File: config.mk
export PLATFORM = sky130hd
export DESIGN_NAME = regfile_sequencer
export DESIGN_NICKNAME = d
export VERILOG_FILES = /design/src/rtl/regfile_sequencer_pkg.sv /design/src/rtl/regfile_sequencer.sv
export SDC_FILE = /design/constraint.sdc
export NUM_CORES = 1
export LEC_CHECK = 0
export ABC_AREA = 1
export CAP_MARGIN = 20
export CELL_PAD_IN_SITES_DETAIL_PLACEMENT = 0
export CELL_PAD_IN_SITES_GLOBAL_PLACEMENT = 1
export CORE_MARGIN = 10
export CORE_UTILIZATION = 25
export CTS_BUF_LIST = sky130_fd_sc_hd__clkbuf_16
export DETAILED_ROUTE_END_ITERATION = 6
export PLACE_DENSITY_LB_ADDON = 0.1
export SYNTH_ARGS = -nofsm -noshare
export SYNTH_HDL_FRONTEND = slang
export SYNTH_SLANG_ARGS = --single-unit
export TNS_END_PERCENT = 1
File: constraint.sdc
create_clock -name clk -period 1.7 [get_ports clk]
set_clock_uncertainty 0.05 [all_clocks]
set_input_delay 0.34 -clock clk [delete_from_list [all_inputs] [get_ports clk]]
set_output_delay 0.34 -clock clk [all_outputs]
set_load 0.01 [all_outputs]
File: src/rtl/regfile_sequencer_pkg.sv
// Shared definitions for the register-file load/dump sequencer:
// state encoding, datapath widths and the command count saturation rule.
package regfile_sequencer_pkg;

  localparam int RF_DATA_W = 16;
  localparam int RF_ADDR_W = 4;
  localparam int RF_CNT_W  = 5;
  localparam int unsigned NUM_REGS = 32'd16;

  typedef enum logic [1:0] {
    ST_IDLE = 2'd0,
    ST_LOAD = 2'd1,
    ST_DUMP = 2'd2,
    ST_DONE = 2'd3
  } state_e;

  // A command never touches more registers than the file holds.
  function automatic int unsigned sat_count(input int unsigned count);
    return (count > NUM_REGS) ? NUM_REGS : count;
  endfunction

endpackage

File: src/rtl/regfile_sequencer.sv
// Register-file initiator: bulk-loads a run of registers from an input stream
// or dumps a run of registers to an output stream through a one-entry holding register.
module regfile_sequencer
  import regfile_sequencer_pkg::*;
#(
  parameter int DATA_W = RF_DATA_W,
  parameter int ADDR_W = RF_ADDR_W,
  parameter int CNT_W  = RF_CNT_W
) (
  input  logic              clk,
  input  logic              reset,
  input  logic              cmd_valid,
  output logic              cmd_ready,
  input  logic              cmd_load,
  input  logic [ADDR_W-1:0] cmd_base,
  input  logic [CNT_W-1:0]  cmd_count,
  input  logic              in_valid,
  output logic              in_ready,
  input  logic [DATA_W-1:0] in_data,
  output logic              out_valid,
  input  logic              out_ready,
  output logic [DATA_W-1:0] out_data,
  output logic              out_last,
  output logic              rf_regwrite,
  output logic [ADDR_W-1:0] rf_ra2,
  output logic [DATA_W-1:0] rf_wd,
  output logic [ADDR_W-1:0] rf_ra1,
  input  logic [DATA_W-1:0] rf_rd1,
  output logic              busy,
  output logic              done
);

  state_e              state_q, state_d;
  logic [ADDR_W-1:0]   addr_q, addr_d;
  logic [CNT_W-1:0]    remaining_q, remaining_d;
  logic                out_valid_q, out_valid_d;
  logic [DATA_W-1:0]   out_data_q, out_data_d;
  logic                out_last_q, out_last_d;
  logic                fetch_s;
  logic                handoff_s;

  assign out_valid = out_valid_q;
  assign out_data  = out_data_q;
  assign out_last  = out_last_q;

  // Next-state, counters, holding register and register-file port drive.
  always_comb begin
    state_d     = state_q;
    addr_d      = addr_q;
    remaining_d = remaining_q;
    out_valid_d = out_valid_q;
    out_data_d  = out_data_q;
    out_last_d  = out_last_q;
    cmd_ready   = 1'b0;
    in_ready    = 1'b0;
    rf_regwrite = 1'b0;
    rf_ra2      = '0;
    rf_wd       = '0;
    rf_ra1      = '0;
    busy        = 1'b1;
    done        = 1'b0;
    fetch_s     = 1'b0;
    handoff_s   = out_valid_q && out_ready;

    case (state_q)
      ST_IDLE: begin
        busy      = 1'b0;
        cmd_ready = 1'b1;
        if (cmd_valid) begin
          addr_d      = cmd_base;
          remaining_d = CNT_W'(sat_count(32'(cmd_count)));
          if (cmd_count == '0) begin
            state_d = ST_DONE;
          end else if (cmd_load) begin
            state_d = ST_LOAD;
          end else begin
            state_d = ST_DUMP;
          end
        end else begin
          state_d = ST_IDLE;
        end
      end
      ST_LOAD: begin
        in_ready = 1'b1;
        // The write is suppressed during reset so an aborted load leaves no trace.
        rf_regwrite = in_valid && !reset;
        rf_ra2      = addr_q;
        rf_wd       = in_data;
        if (in_valid) begin
          addr_d      = addr_q + ADDR_W'(1);
          remaining_d = remaining_q - CNT_W'(1);
          if (remaining_q == CNT_W'(1)) begin
            state_d = ST_DONE;
          end else begin
            state_d = ST_LOAD;
          end
        end else begin
          state_d = ST_LOAD;
        end
      end
      ST_DUMP: begin
        rf_ra1  = addr_q;
        fetch_s = (remaining_q != '0) && (!out_valid_q || out_ready);
        if (fetch_s) begin
          out_data_d  = rf_rd1;
          out_valid_d = 1'b1;
          out_last_d  = (remaining_q == CNT_W'(1));
          addr_d      = addr_q + ADDR_W'(1);
          remaining_d = remaining_q - CNT_W'(1);
        end else if (handoff_s) begin
          out_valid_d = 1'b0;
          out_last_d  = 1'b0;
        end else begin
          out_valid_d = out_valid_q;
        end
        if (handoff_s && out_last_q) begin
          state_d = ST_DONE;
        end else begin
          state_d = ST_DUMP;
        end
      end
      ST_DONE: begin
        done    = 1'b1;
        state_d = ST_IDLE;
      end
      default: begin
        state_d = ST_IDLE;
      end
    endcase
  end

  // State and datapath registers with synchronous reset.
  always_ff @(posedge clk) begin
    if (reset) begin
      state_q     <= ST_IDLE;
      addr_q      <= '0;
      remaining_q <= '0;
      out_valid_q <= 1'b0;
      out_data_q  <= '0;
      out_last_q  <= 1'b0;
    end else begin
      state_q     <= state_d;
      addr_q      <= addr_d;
      remaining_q <= remaining_d;
      out_valid_q <= out_valid_d;
      out_data_q  <= out_data_d;
      out_last_q  <= out_last_d;
    end
  end

endmodule

==> flow_summary_export.csv <==
group,metric,value,unit
detailed_routing,wl_per_cell,12.7,um
global_routing,grt_max_degree,23,
sta,holdWs,0.427,ns
logic_synthesis,ys_warn_count,0,
worst_setup_path,path_cells,"inv_2 -> ha_4 -> buf_12 -> nand2_1 -> inv_1 -> clkdlybuf4s15_1",
place,globalplace.congestion,0.794,
worst_setup_path,crit_path_top_delay_cell,"dfxtp_2",
logic_synthesis,avgSynthCellArea,6.28,um^2
place,dp_slack,-0.269,ns
global_routing,grt_pass1_vias,1994,
die,core,0.00642,mm^2
cts,holdBufCountCts,0,
detailed_routing,routed_wl,5820,um
die,die_width,102,um
sta,finalSetupViolations,0,
sta,finalCriticalPeriod,1.68,ns
die,initial_utilization,25.9,%
sta,max_slew_margin,82.5,%
worst_setup_path,critPathMaxFanout,22,
logic_synthesis,ys.flop_type,"dfxtp_1",
detailed_routing,detail-route-antenna-nets,0,
die,die_y,102,um
sta,slew_viol_final,0,
detailed_routing,drc,0,
die,row_count,29,
cts,insertion_delay,0.27,ns
detailed_routing,vias_per_cell,4.27,
detailed_routing,firstDrtPassIters,4,
die,die_area,0.0103,mm^2
worst_setup_path,crit_type,"reg -> out",
worst_setup_path,crit_path_end_kind,"output pin",
final_layout,final_layout_size_suffix_gt1_share,21.1,%
sta,fin_crit_sh,98.8,%
cts,cts_tree,"done",
final_layout,final_common_cell,"clkdlybuf4s50_1",
logic_synthesis,yosys.area.top_type,"dfxtp_1",
worst_setup_path,required,1.31,ns
cts,htree_num_levels,2,
global_routing,antenna_found_initial,0,
logic_synthesis,synth_edf_count,0,
logic_synthesis,syn-num-nets,319,
place,io_buffers,93,
logic_synthesis,syn_area,0.00166,mm^2
pwr,irDropWorstVdd,0.431,mV
cts,cts.reportedPaths.clkPinSlew,0.05,ns
worst_setup_path,reg2reg_depth,11,
die,pin_count,94,
logic_synthesis,syn_inst,265,
final_layout,synthToLayoutAreaGrowth,76.4,%
global_routing,grt_pass1_wl,9700,um
detailed_routing,vias,1950,
worst_hold_path,hold_class,"reg -> reg",
global_routing,grt_usage,11.8,%
cts,cts_buffer_depth,2,
pwr,powerDensity,1180,mW/mm^2
logic_synthesis,synth_top_area_share,34.9,%
logic_synthesis,ys_types,26,
outcome,outcome,"finished clean",
logic_synthesis,synth-seq-area-share,34.9,%
final_layout,most-common-layout-cells,"clkdlybuf4s50_1 (64), nand2_1 (62), nor2_1 (54), inv_1 (38), dfxtp_1 (27)",
job,maxCapViolations,0,
cts,numCtsBuffers,5,
sta,fin_ws,0.0204,ns
sta,fmax,595,MHz
place,dp_hpwl,4640,um
final_layout,diodes,0,
worst_hold_path,whs_path_depth,2,
sta,final-hold-violation-count,0,
detailed_routing,first_iter_violations,41,
global_routing,grt.overflow.total,0,
pwr,p_leak,0.00151,uW
cts,cts_setup_buffers,0,
logic_synthesis,async_flop_share,0,%
final_layout,final_nets,434,
logic_synthesis,ys_ff_latch,29,
worst_setup_path,start_kind,"flop",
logic_synthesis,yosys-top-cells-area,"dfxtp_1 (35%), nand2_1 (14%), nor2_1 (12%), inv_1 (9.2%), o21ai_0 (6.0%)",
worst_setup_path,crit_arrival,1.29,ns
pwr,p_total,3460,uW
final_layout,final_util,45.7,%
cts,root_buffer,"clkbuf_16",
sta,grt_setup_unrepaired,"true",
sta,worst_pin_slew,0.261,ns
worst_setup_path,slowest_delay,0.32,ns
cts,clock_sinks,29,
## cells by family after synthesis
kind of cell	count (synthesis)	synth area share (%)
AO/OA/AOI/OAI	34	10.7
adder cells (fa/ha/maj)	7	5.26
flip-flops	29	34.9
multiplexers	1	0.602
buffers and inverters	53	13.8
AND/OR/NAND/NOR	141	34.8
## critical path: cells and delay by family, from the launching register on
family / cells / cell delay [ns]
flops: 1 / 0.32
fa+ha+maj: 1 / 0.15
simple gates: 1 / 0.06
buf+inv: 4 / 0.50
## what timing repair did
item,4_1_cts,5_1_grt
pin swaps,0,2
endpoints found under the setup margin,55,55
gates resized for setup,64,52
## state kept, by name (all words and copies together), names as in the netlist
| signal | cells |
|---|---|
| state_q | 2 |
| out_data | 16 |
| out_valid | 1 |
| remaining_q | 5 |
| out_last | 1 |
| addr_q | 4 |
## synthesized netlist by cell type, types with 2 or more instances
| library cell | n |
|---|---|
| nor2_1 | 55 |
| buf_2 | 2 |
| dfxtp_1 | 29 |
| nand3_1 | 13 |
| o21ai_0 | 20 |
| buf_6 | 3 |
| a21oi_1 | 11 |
| inv_1 | 41 |
| ha_1 | 7 |
| clkbuf_1 | 4 |
| nand2_2 | 2 |
| nand2_1 | 63 |
| nand4_1 | 2 |
## path summary, 6_finish.rpt
| kind | from | endpoint | slack [ns] |
|---|---|---|---|
| hold reg to reg | out_data[5]$_SDFFE_PP0P_ | out_data[5]$_SDFFE_PP0P_ | 0.43 |
| setup reg to reg | state_q[0]$_SDFF_PP0_ | remaining_q[2]$_SDFFE_PP0P_ | 0.11 |
| hold / removal | out_data[5]$_SDFFE_PP0P_ | out_data[5]$_SDFFE_PP0P_ | 0.43 |
| setup / recovery | state_q[1]$_SDFF_PP0_ | rf_wd[8] | 0.02 |
## layer usage
metal  global-route usage (%)  vias up  share of wire (%)
met5                        0        -                  0
met4                     4.29        0                1.5
met3                     7.01        6                 13
met2                     18.3       69                 43
met1                     13.0      837                 42
li1                         -     1038                  -
## power breakdown
part | internal (uW) | switching, uW | leakage, uW
clock | 678 | 299 | 0.0000797
combinational | 752 | 774 | 0.00119
sequential | 836 | 121 | 0.000239
total | 2270 | 1190 | 0.00151
## metrics by stage
step	cell area, um^2	instances	setup TNS [ns]
2_1_floorplan	1660	265	0
3_3_place_gp	2830	450	-4.81
3_5_place_dp	2830	450	-4.44
4_1_cts	2990	457	-1.63
5_1_grt	2940	457	-0.165
6_report	2940	457	0
## layout make-up
class,count,area (um^2)
repair buffers,118,1010
well taps,77,96.3
flip-flops and latches,29,583
inverters,43,166
clock buffers,5,125
multi-input cells,183,916
clock inverters,2,35.0
fillers,663,3490
Power figures use the tool's default switching activity.
